$ cat src/rtl/reduce_clause_scheduler_pkg.sv
// Shared FSM encoding, signed bound limits and saturating negate for the
// reduce-clause scheduler. Widths default from the integer-variable macros.
`ifndef NUMBER_OF_INTEGER_VARIABLES
`define NUMBER_OF_INTEGER_VARIABLES 2
`endif
`ifndef BIT_WIDTH_OF_INTEGER_VARIABLE
`define BIT_WIDTH_OF_INTEGER_VARIABLE 8
`endif
`ifndef BIT_WIDTH_OF_INTEGER_VARIABLE_INDEX
`define BIT_WIDTH_OF_INTEGER_VARIABLE_INDEX 1
`endif

package reduce_clause_scheduler_pkg;

  localparam int VAR_W_P = `BIT_WIDTH_OF_INTEGER_VARIABLE;

  typedef enum logic [1:0] {
    ST_IDLE = 2'd0,
    ST_READ = 2'd1,
    ST_EVAL = 2'd2,
    ST_DONE = 2'd3
  } sched_state_t;

  localparam logic signed [VAR_W_P-1:0] VAR_MAX = {1'b0, {(VAR_W_P-1){1'b1}}};
  localparam logic signed [VAR_W_P-1:0] VAR_MIN = {1'b1, {(VAR_W_P-1){1'b0}}};

  // Negating the most negative value would wrap back onto itself.
  function automatic logic signed [VAR_W_P-1:0] sat_negate(input logic signed [VAR_W_P-1:0] value);
    logic signed [VAR_W_P-1:0] result;
    if (value == VAR_MIN) begin
      result = VAR_MAX;
    end else begin
      result = -value;
    end
    return result;
  endfunction

endpackage

$ cat src/rtl/reduce_clause_scheduler_reduce_clause.sv
// ReduceClause: isolates one variable of a linear clause a_i*x_i <= rest,
// rest = sum_{j!=i} a_j*y_j + a_N, giving bias = rest/|a_i| (truncating).

module reduce_clause_scheduler_reduce_clause #(
  parameter int NUM_VARS  = 2,
  parameter int VAR_W     = 8,
  parameter int VAR_IDX_W = 1
) (
  input  logic                          enable,
  input  logic                          reset,
  input  logic [VAR_IDX_W-1:0]          variable_index,
  input  logic [NUM_VARS*VAR_W-1:0]     assignment,
  input  logic [(NUM_VARS+1)*VAR_W-1:0] coefficients,
  output logic                          out_active,
  output logic                          out_sign,
  output logic [VAR_W-1:0]              out_bias
);

  localparam int ACC_W = 2 * VAR_W + $clog2(NUM_VARS + 1) + 1;

  logic signed [ACC_W-1:0] rest_s;
  logic signed [ACC_W-1:0] coef_i_s;
  logic signed [ACC_W-1:0] coef_j_s;
  logic signed [ACC_W-1:0] val_j_s;
  logic signed [ACC_W-1:0] divisor_s;

  // Accumulate the fixed part of the clause and pick out the selected coefficient.
  always_comb begin
    rest_s   = ACC_W'($signed(coefficients[NUM_VARS*VAR_W +: VAR_W]));
    coef_i_s = '0;
    coef_j_s = '0;
    val_j_s  = '0;
    for (int j = 0; j < NUM_VARS; j++) begin
      coef_j_s = ACC_W'($signed(coefficients[j*VAR_W +: VAR_W]));
      val_j_s  = ACC_W'($signed(assignment[j*VAR_W +: VAR_W]));
      if (variable_index == VAR_IDX_W'(j)) begin
        coef_i_s = coef_j_s;
      end else begin
        rest_s = rest_s + coef_j_s * val_j_s;
      end
    end
  end

  // Divide by the magnitude; a zero coefficient is steered to 1 and flagged inactive.
  always_comb begin
    divisor_s = '0;
    if (coef_i_s[ACC_W-1]) begin
      divisor_s = -coef_i_s;
    end else if (coef_i_s == '0) begin
      divisor_s[0] = 1'b1;
    end else begin
      divisor_s = coef_i_s;
    end
    out_bias   = VAR_W'(rest_s / divisor_s);
    out_sign   = ~coef_i_s[ACC_W-1];
    out_active = enable & ~reset & (coef_i_s != '0);
  end

endmodule

$ cat src/rtl/reduce_clause_scheduler.sv
// Sweeps every clause through ReduceClause and folds the results into one
// [lower, upper] interval. Optional out_unsat via REDUCE_SCHED_UNSAT_DETECT_EN.

module reduce_clause_scheduler
  import reduce_clause_scheduler_pkg::*;
#(
  parameter int NUM_CLAUSES   = 4,
  parameter int CLAUSE_ADDR_W = 2,
  parameter int NUM_VARS      = `NUMBER_OF_INTEGER_VARIABLES,
  parameter int VAR_W         = `BIT_WIDTH_OF_INTEGER_VARIABLE,
  parameter int VAR_IDX_W     = `BIT_WIDTH_OF_INTEGER_VARIABLE_INDEX
) (
  input  logic                          in_clk,
  input  logic                          in_reset,
  input  logic                          in_start,
  input  logic [VAR_IDX_W-1:0]          in_variable_index,
  input  logic [NUM_VARS*VAR_W-1:0]     in_current_assignment,
  output logic [CLAUSE_ADDR_W-1:0]      out_clause_address,
  output logic                          out_clause_read_enable,
  input  logic [(NUM_VARS+1)*VAR_W-1:0] in_clause_coefficients,
  output logic                          out_busy,
  output logic                          out_done,
  output logic [VAR_W-1:0]              out_upper_bound,
  output logic [VAR_W-1:0]              out_lower_bound,
  output logic                          out_has_upper,
  output logic                          out_has_lower
`ifdef REDUCE_SCHED_UNSAT_DETECT_EN
  ,
  output logic                          out_unsat
`endif
);

  localparam logic [CLAUSE_ADDR_W-1:0] LAST_ADDR = CLAUSE_ADDR_W'(NUM_CLAUSES - 1);

  sched_state_t               state_r, state_s;
  logic [VAR_IDX_W-1:0]       var_idx_r;
  logic [NUM_VARS*VAR_W-1:0]  assign_r;
  logic [CLAUSE_ADDR_W-1:0]   counter_r, counter_s;
  logic signed [VAR_W-1:0]    upper_r, upper_s, lower_r, lower_s;
  logic signed [VAR_W-1:0]    bias_s, cand_s;
  logic [VAR_W-1:0]           bias_raw_s;
  logic                       has_upper_r, has_upper_s, has_lower_r, has_lower_s;
  logic                       busy_r, done_r, rd_en_r;
  logic                       start_s, last_s, active_s, sign_s;

  assign start_s = in_start & ((state_r == ST_IDLE) | (state_r == ST_DONE));
  assign last_s  = (counter_r == LAST_ADDR);
  assign bias_s  = $signed(bias_raw_s);
  assign cand_s  = sat_negate(bias_s);

  reduce_clause_scheduler_reduce_clause #(
    .NUM_VARS  (NUM_VARS),
    .VAR_W     (VAR_W),
    .VAR_IDX_W (VAR_IDX_W)
  ) u_reduce_clause (
    .enable         (1'b1),
    .reset          (1'b0),
    .variable_index (var_idx_r),
    .assignment     (assign_r),
    .coefficients   (in_clause_coefficients),
    .out_active     (active_s),
    .out_sign       (sign_s),
    .out_bias       (bias_raw_s)
  );

  // Next-state and clause counter.
  always_comb begin
    state_s   = state_r;
    counter_s = counter_r;
    case (state_r)
      ST_IDLE, ST_DONE: begin
        if (start_s) begin
          state_s   = ST_READ;
          counter_s = '0;
        end else begin
          state_s = state_r;
        end
      end
      ST_READ: state_s = ST_EVAL;
      ST_EVAL: begin
        if (last_s) begin
          state_s = ST_DONE;
        end else begin
          state_s   = ST_READ;
          counter_s = counter_r + CLAUSE_ADDR_W'(1'b1);
        end
      end
      default: state_s = ST_IDLE;
    endcase
  end

  // Bound folding: a start re-opens the interval, each active clause narrows it.
  always_comb begin
    upper_s     = upper_r;
    lower_s     = lower_r;
    has_upper_s = has_upper_r;
    has_lower_s = has_lower_r;
    if (start_s) begin
      upper_s     = VAR_MAX;
      lower_s     = VAR_MIN;
      has_upper_s = 1'b0;
      has_lower_s = 1'b0;
    end else if ((state_r == ST_EVAL) && active_s) begin
      if (sign_s) begin
        upper_s     = (bias_s < upper_r) ? bias_s : upper_r;
        has_upper_s = 1'b1;
      end else begin
        lower_s     = (cand_s > lower_r) ? cand_s : lower_r;
        has_lower_s = 1'b1;
      end
    end else begin
      upper_s = upper_r;
    end
  end

  // State, operands, bounds and registered status outputs.
  always_ff @(posedge in_clk) begin
    if (in_reset) begin
      state_r     <= ST_IDLE;
      var_idx_r   <= '0;
      assign_r    <= '0;
      counter_r   <= '0;
      upper_r     <= VAR_MAX;
      lower_r     <= VAR_MIN;
      has_upper_r <= 1'b0;
      has_lower_r <= 1'b0;
      busy_r      <= 1'b0;
      done_r      <= 1'b0;
      rd_en_r     <= 1'b0;
    end else begin
      state_r <= state_s;
      if (start_s) begin
        var_idx_r <= in_variable_index;
        assign_r  <= in_current_assignment;
      end
      counter_r   <= counter_s;
      upper_r     <= upper_s;
      lower_r     <= lower_s;
      has_upper_r <= has_upper_s;
      has_lower_r <= has_lower_s;
      busy_r      <= (state_s == ST_READ) | (state_s == ST_EVAL);
      done_r      <= (state_s == ST_DONE);
      rd_en_r     <= (state_s == ST_READ);
    end
  end

  assign out_clause_address     = counter_r;
  assign out_clause_read_enable = rd_en_r;
  assign out_busy               = busy_r;
  assign out_done               = done_r;
  assign out_upper_bound        = upper_r;
  assign out_lower_bound        = lower_r;
  assign out_has_upper          = has_upper_r;
  assign out_has_lower          = has_lower_r;

`ifdef REDUCE_SCHED_UNSAT_DETECT_EN
  logic unsat_r;
  logic unsat_s;

  // Only a finished sweep may report an empty interval.
  always_comb begin
    if (state_s == ST_DONE) begin
      unsat_s = has_upper_s & has_lower_s & (lower_s > upper_s);
    end else begin
      unsat_s = 1'b0;
    end
  end

  // Registered unsat flag.
  always_ff @(posedge in_clk) begin
    if (in_reset) begin
      unsat_r <= 1'b0;
    end else begin
      unsat_r <= unsat_s;
    end
  end

  assign out_unsat = unsat_r;
`endif

endmodule
$ cat config.mk
export PLATFORM = sky130hd
export DESIGN_NAME = reduce_clause_scheduler
export DESIGN_NICKNAME = d
export VERILOG_FILES = /design/src/rtl/reduce_clause_scheduler_pkg.sv /design/src/rtl/reduce_clause_scheduler_reduce_clause.sv /design/src/rtl/reduce_clause_scheduler.sv
export SDC_FILE = /design/constraint.sdc
export NUM_CORES = 1
export LEC_CHECK = 0
export BUFFER_PORTS_ARGS = -buffer_cell sky130_fd_sc_hd__buf_4
export CAP_MARGIN = 10
export CORE_AREA = 8 8 190 282
export CTS_CLUSTER_SIZE = 8
export DETAILED_ROUTE_END_ITERATION = 8
export DIE_AREA = 0 0 198 290
export HOLD_SLACK_MARGIN = 0.05
export PLACE_DENSITY = 0.54
export SLEW_MARGIN = 25
export SYNTH_ARGS = -nofsm -noshare
export SYNTH_HDL_FRONTEND = slang
export SYNTH_SLANG_ARGS = --single-unit
$ cat constraint.sdc
create_clock -name in_clk -period 57.4 [get_ports in_clk]
set_input_delay 5.74 -clock in_clk [delete_from_list [all_inputs] [get_ports in_clk]]
set_output_delay 5.74 -clock in_clk [all_outputs]
set_load 0.02 [all_outputs]
==> impl_metrics.yaml <==
timing:
  setup_violations: 0
  worst_pin_slew_ns: 0.9792
  relSlewSlack: 0.3412
  timing.final.crit_period_ns: 53.62
  postLayoutSetupSlackWorst_ns: 3.780
  tns_ns: 0
  finalCritPeriodShare: 0.9342
  clock.fmax_ghz: 0.01865
  slew_violations: 0
  skew_ns: 0.01258
  finalHoldViolCount: 0
detailed_routing:
  wl_per_cell_um: 18.32
  wl_met2_um: 33160
  antenna_left: 0
  vias_per_cell: 5.663
  route.met3.wl_um: 1554
  drtIter0Drc: 1028
  num_vias: 18830
  drtPass1Iterations: 6
  drt-met1-wl_um: 22990
  route.detailed.drc: 0
  wl_um: 60930
  highest_layer: "met4"
floorplanning:
  die_width_um: 198
  start_util: 0.3954
  die_h_um: 290
  rows: 100
  die-area_um2: 57420
  pin_count: 67
  core_um2: 49420
placement:
  dp_cells: 3316
  dp_hpwl_um: 51300
  pre_cts_ws_ns: 1.898
  portBuffers: 66
  placed_area_um2: 20910
  gp_congestion: 0.9130
synthesis:
  ys_seq_area_frac: 0.04303
  muxShareOfSynthArea: 0.03663
  ys.flop_type: "dfxtp_1"
  synth_area_um2: 19540
  synth-seq-cells: 42
  ys_types: 109
  synth_edf_count: 0
  synth_cells: 2590
  synth_top_family_by_area: "adder cells"
  ys_warn_count: 0
  synthSimpleGateAreaFrac: 0.2247
  avgSynthCellArea_um2: 7.544
  async_reset_ff_frac: 0
  synth_compound_area_frac: 0.2413
  synth_xor_area_frac: 0.06852
  synthAdderAreaFrac: 0.3158
global_routing:
  first_global_vias: 19050
  grt_pass1_wl_um: 98080
  antenna_found_initial: 0
  overflow: 0
  grtUsageTotal: 0.2096
  grt_max_degree: 87
critical_path:
  timing.rr.start: "assign_r[0]"
  cp_slowest_cell: "o41ai_2"
  slowest_delay_ns: 0.67
  arrival_ns: 53.74
  cp-start-kind: "input pin"
  r2r_setup_slack_ns: 8.90
  critPathMostFrequentCell: "ha_1"
  crit_path_end_kind: "flop"
  path_class: "input pin to flop"
  cp_max_fo: 28
  r2r-end: "out_lower_bound[7]"
  crit_required_ns: 57.52
  rr_worst_depth: 193
min_path:
  hold_path_depth: 2
  hold_class: "flop to flop"
  whs_endpoint: "out_has_lower"
  min-delay-start: "out_has_lower"
clock_network:
  clkTransAtPathRegs_ns: 0.07
  cts_htree_levels: 2
  numCtsBuffers: 5
  clock_latency_ns: 0.30
  cts_sinks: 42
  cts_tree: "done"
  cts_max_path_buffers: 2
  clockRootBuffer: "clkbuf_16"
final_layout:
  nFillCells: 5103
  nets: 3125
  final_cells: 3325
  diodes: 0
  stdcell_area_um2: 21110
  drive_above_1_share: 0.08603
  syn2layout_area_growth_pct: 8.043
run_status:
  status: "finished clean"
job:
  max_cap_violations: 0
[critical path, delay by kind of cell]
family / cells / cell delay, ns
AO/OA/AOI/OAI: 92 / 22.81
AND/OR/NAND/NOR: 56 / 12.07
adder cells (fa/ha/maj): 26 / 8.80
buffers and inverters: 13 / 2.14
multiplexers: 5 / 1.71
XOR/XNOR: 1 / 0.31
[synth_stat cells (18+ instances only)]
library cell / number / area share
ha_1: 298 / 0.19
nand2_1: 256 / 0.049
inv_1: 250 / 0.048
nor2_1: 195 / 0.037
a21oi_1: 171 / 0.044
fa_1: 122 / 0.12
o21ai_0: 117 / 0.030
xnor2_1: 96 / 0.043
and2_1: 83 / 0.027
nor3_1: 71 / 0.018
clkbuf_1: 68 / 0.013
a21o_1: 60 / 0.023
o21a_1: 58 / 0.022
xor2_1: 55 / 0.025
nand3_1: 54 / 0.014
a31oi_1: 47 / 0.015
dfxtp_1: 42 / 0.043
nor2b_1: 40 / 0.013
mux2_2: 37 / 0.021
nand2b_1: 34 / 0.011
o211ai_1: 29 / 0.011
or3_1: 26 / 0.0083
mux2i_1: 24 / 0.012
o31ai_1: 20 / 0.0077
a211oi_1: 19 / 0.0073
or2_2: 18 / 0.0058
[flip-flops by register name, indices dropped and copies added (netlist names)]
signal	flops
out_lower_bound	8
out_done	1
assign_r	16
out_upper_bound	8
out_has_lower	1
var_idx_r	1
out_busy	1
out_clause_read_enable	1
state_r	2
out_clause_address	2
out_has_upper	1
[per-layer routing]
layer,GRT usage,vias to the layer above
met3,0.01286,150
li1,-,9272
met1,0.2185,9007
met4,0.09584,0
met5,0,-
met2,0.4146,400
[area by class of cell]
type,count,area [um2],area share
tap,663,829.5,0.03929
timing repair inverter,1,7.507,0.0003556
clock inverter,2,13.76,0.0006519
multi-input combinational,2271,17680,0.8374
clock buffer,6,128.9,0.006104
timing repair buffer,88,660.6,0.03129
sequential,42,842.1,0.03989
inverter,252,949.7,0.04498
[worst max path at each step]
| stage | startpoint | end | slack (ns) |
|---|---|---|---|
| finish | in_clause_coefficients[7] | out_lower_bound[7] | 3.78 |
| global route | in_clause_coefficients[7] | out_lower_bound[7] | -0.01 |
| CTS | in_clause_coefficients[7] | out_lower_bound[7] | 2.03 |
| detailed placement | in_clause_coefficients[7] | out_lower_bound[7] | 1.90 |
| global placement | in_clause_coefficients[7] | out_lower_bound[7] | 2.80 |
| floorplan | in_clause_coefficients[7] | out_lower_bound[6] | 6.73 |
[placed cells by master, fill, tap and decap left out, drive strengths merged, types with 25 or more instances in the layout]
cell type  count
ha           298
nand2        259
inv          251
nor2         196
a21oi        173
o21ai        128
fa           122
xnor2         97
buf           88
and2          84
nor3          71
conb          67
a21o          60
o21a          58
xor2          55
nand3         54
a31oi         48
dfxtp         42
nor2b         40
mux2          40
nand2b        34
o211ai        32
or3           26
mux2i         25
[logic make-up (layout without fill, tap and decap cells)]
group                      Yosys count  after routing
buffers and inverters              342            349
AOI/OAI and AO/OA                  691            691
and+or+nand+nor                    876            876
muxes                               65             65
xor gates and xnor gates           152            152
adders and majority gates          420            420
other                                2             67
DFF                                 42             42
[timing repair]
item / CTS / global route
hold buffers: 0 / 0
resized for setup: 0 / 12
endpoints found under the setup margin: 0 / 16
setup buffers: 0 / 0
endpoints found under the hold margin: 0 / 0
[through the flow]
stage	hold slack (ns)	util
6_report	0.5101	0.4272
3_5_place_dp	0.4999	0.4230
4_1_cts	0.5117	0.4259
5_1_grt	0.5449	0.4272
2_1_floorplan	0.4883	-
3_3_place_gp	0.4980	0.4230
Power is left out: the tool's default activity adds up to more than one toggle a clock period on the data nets, which glitch-free logic cannot reach.
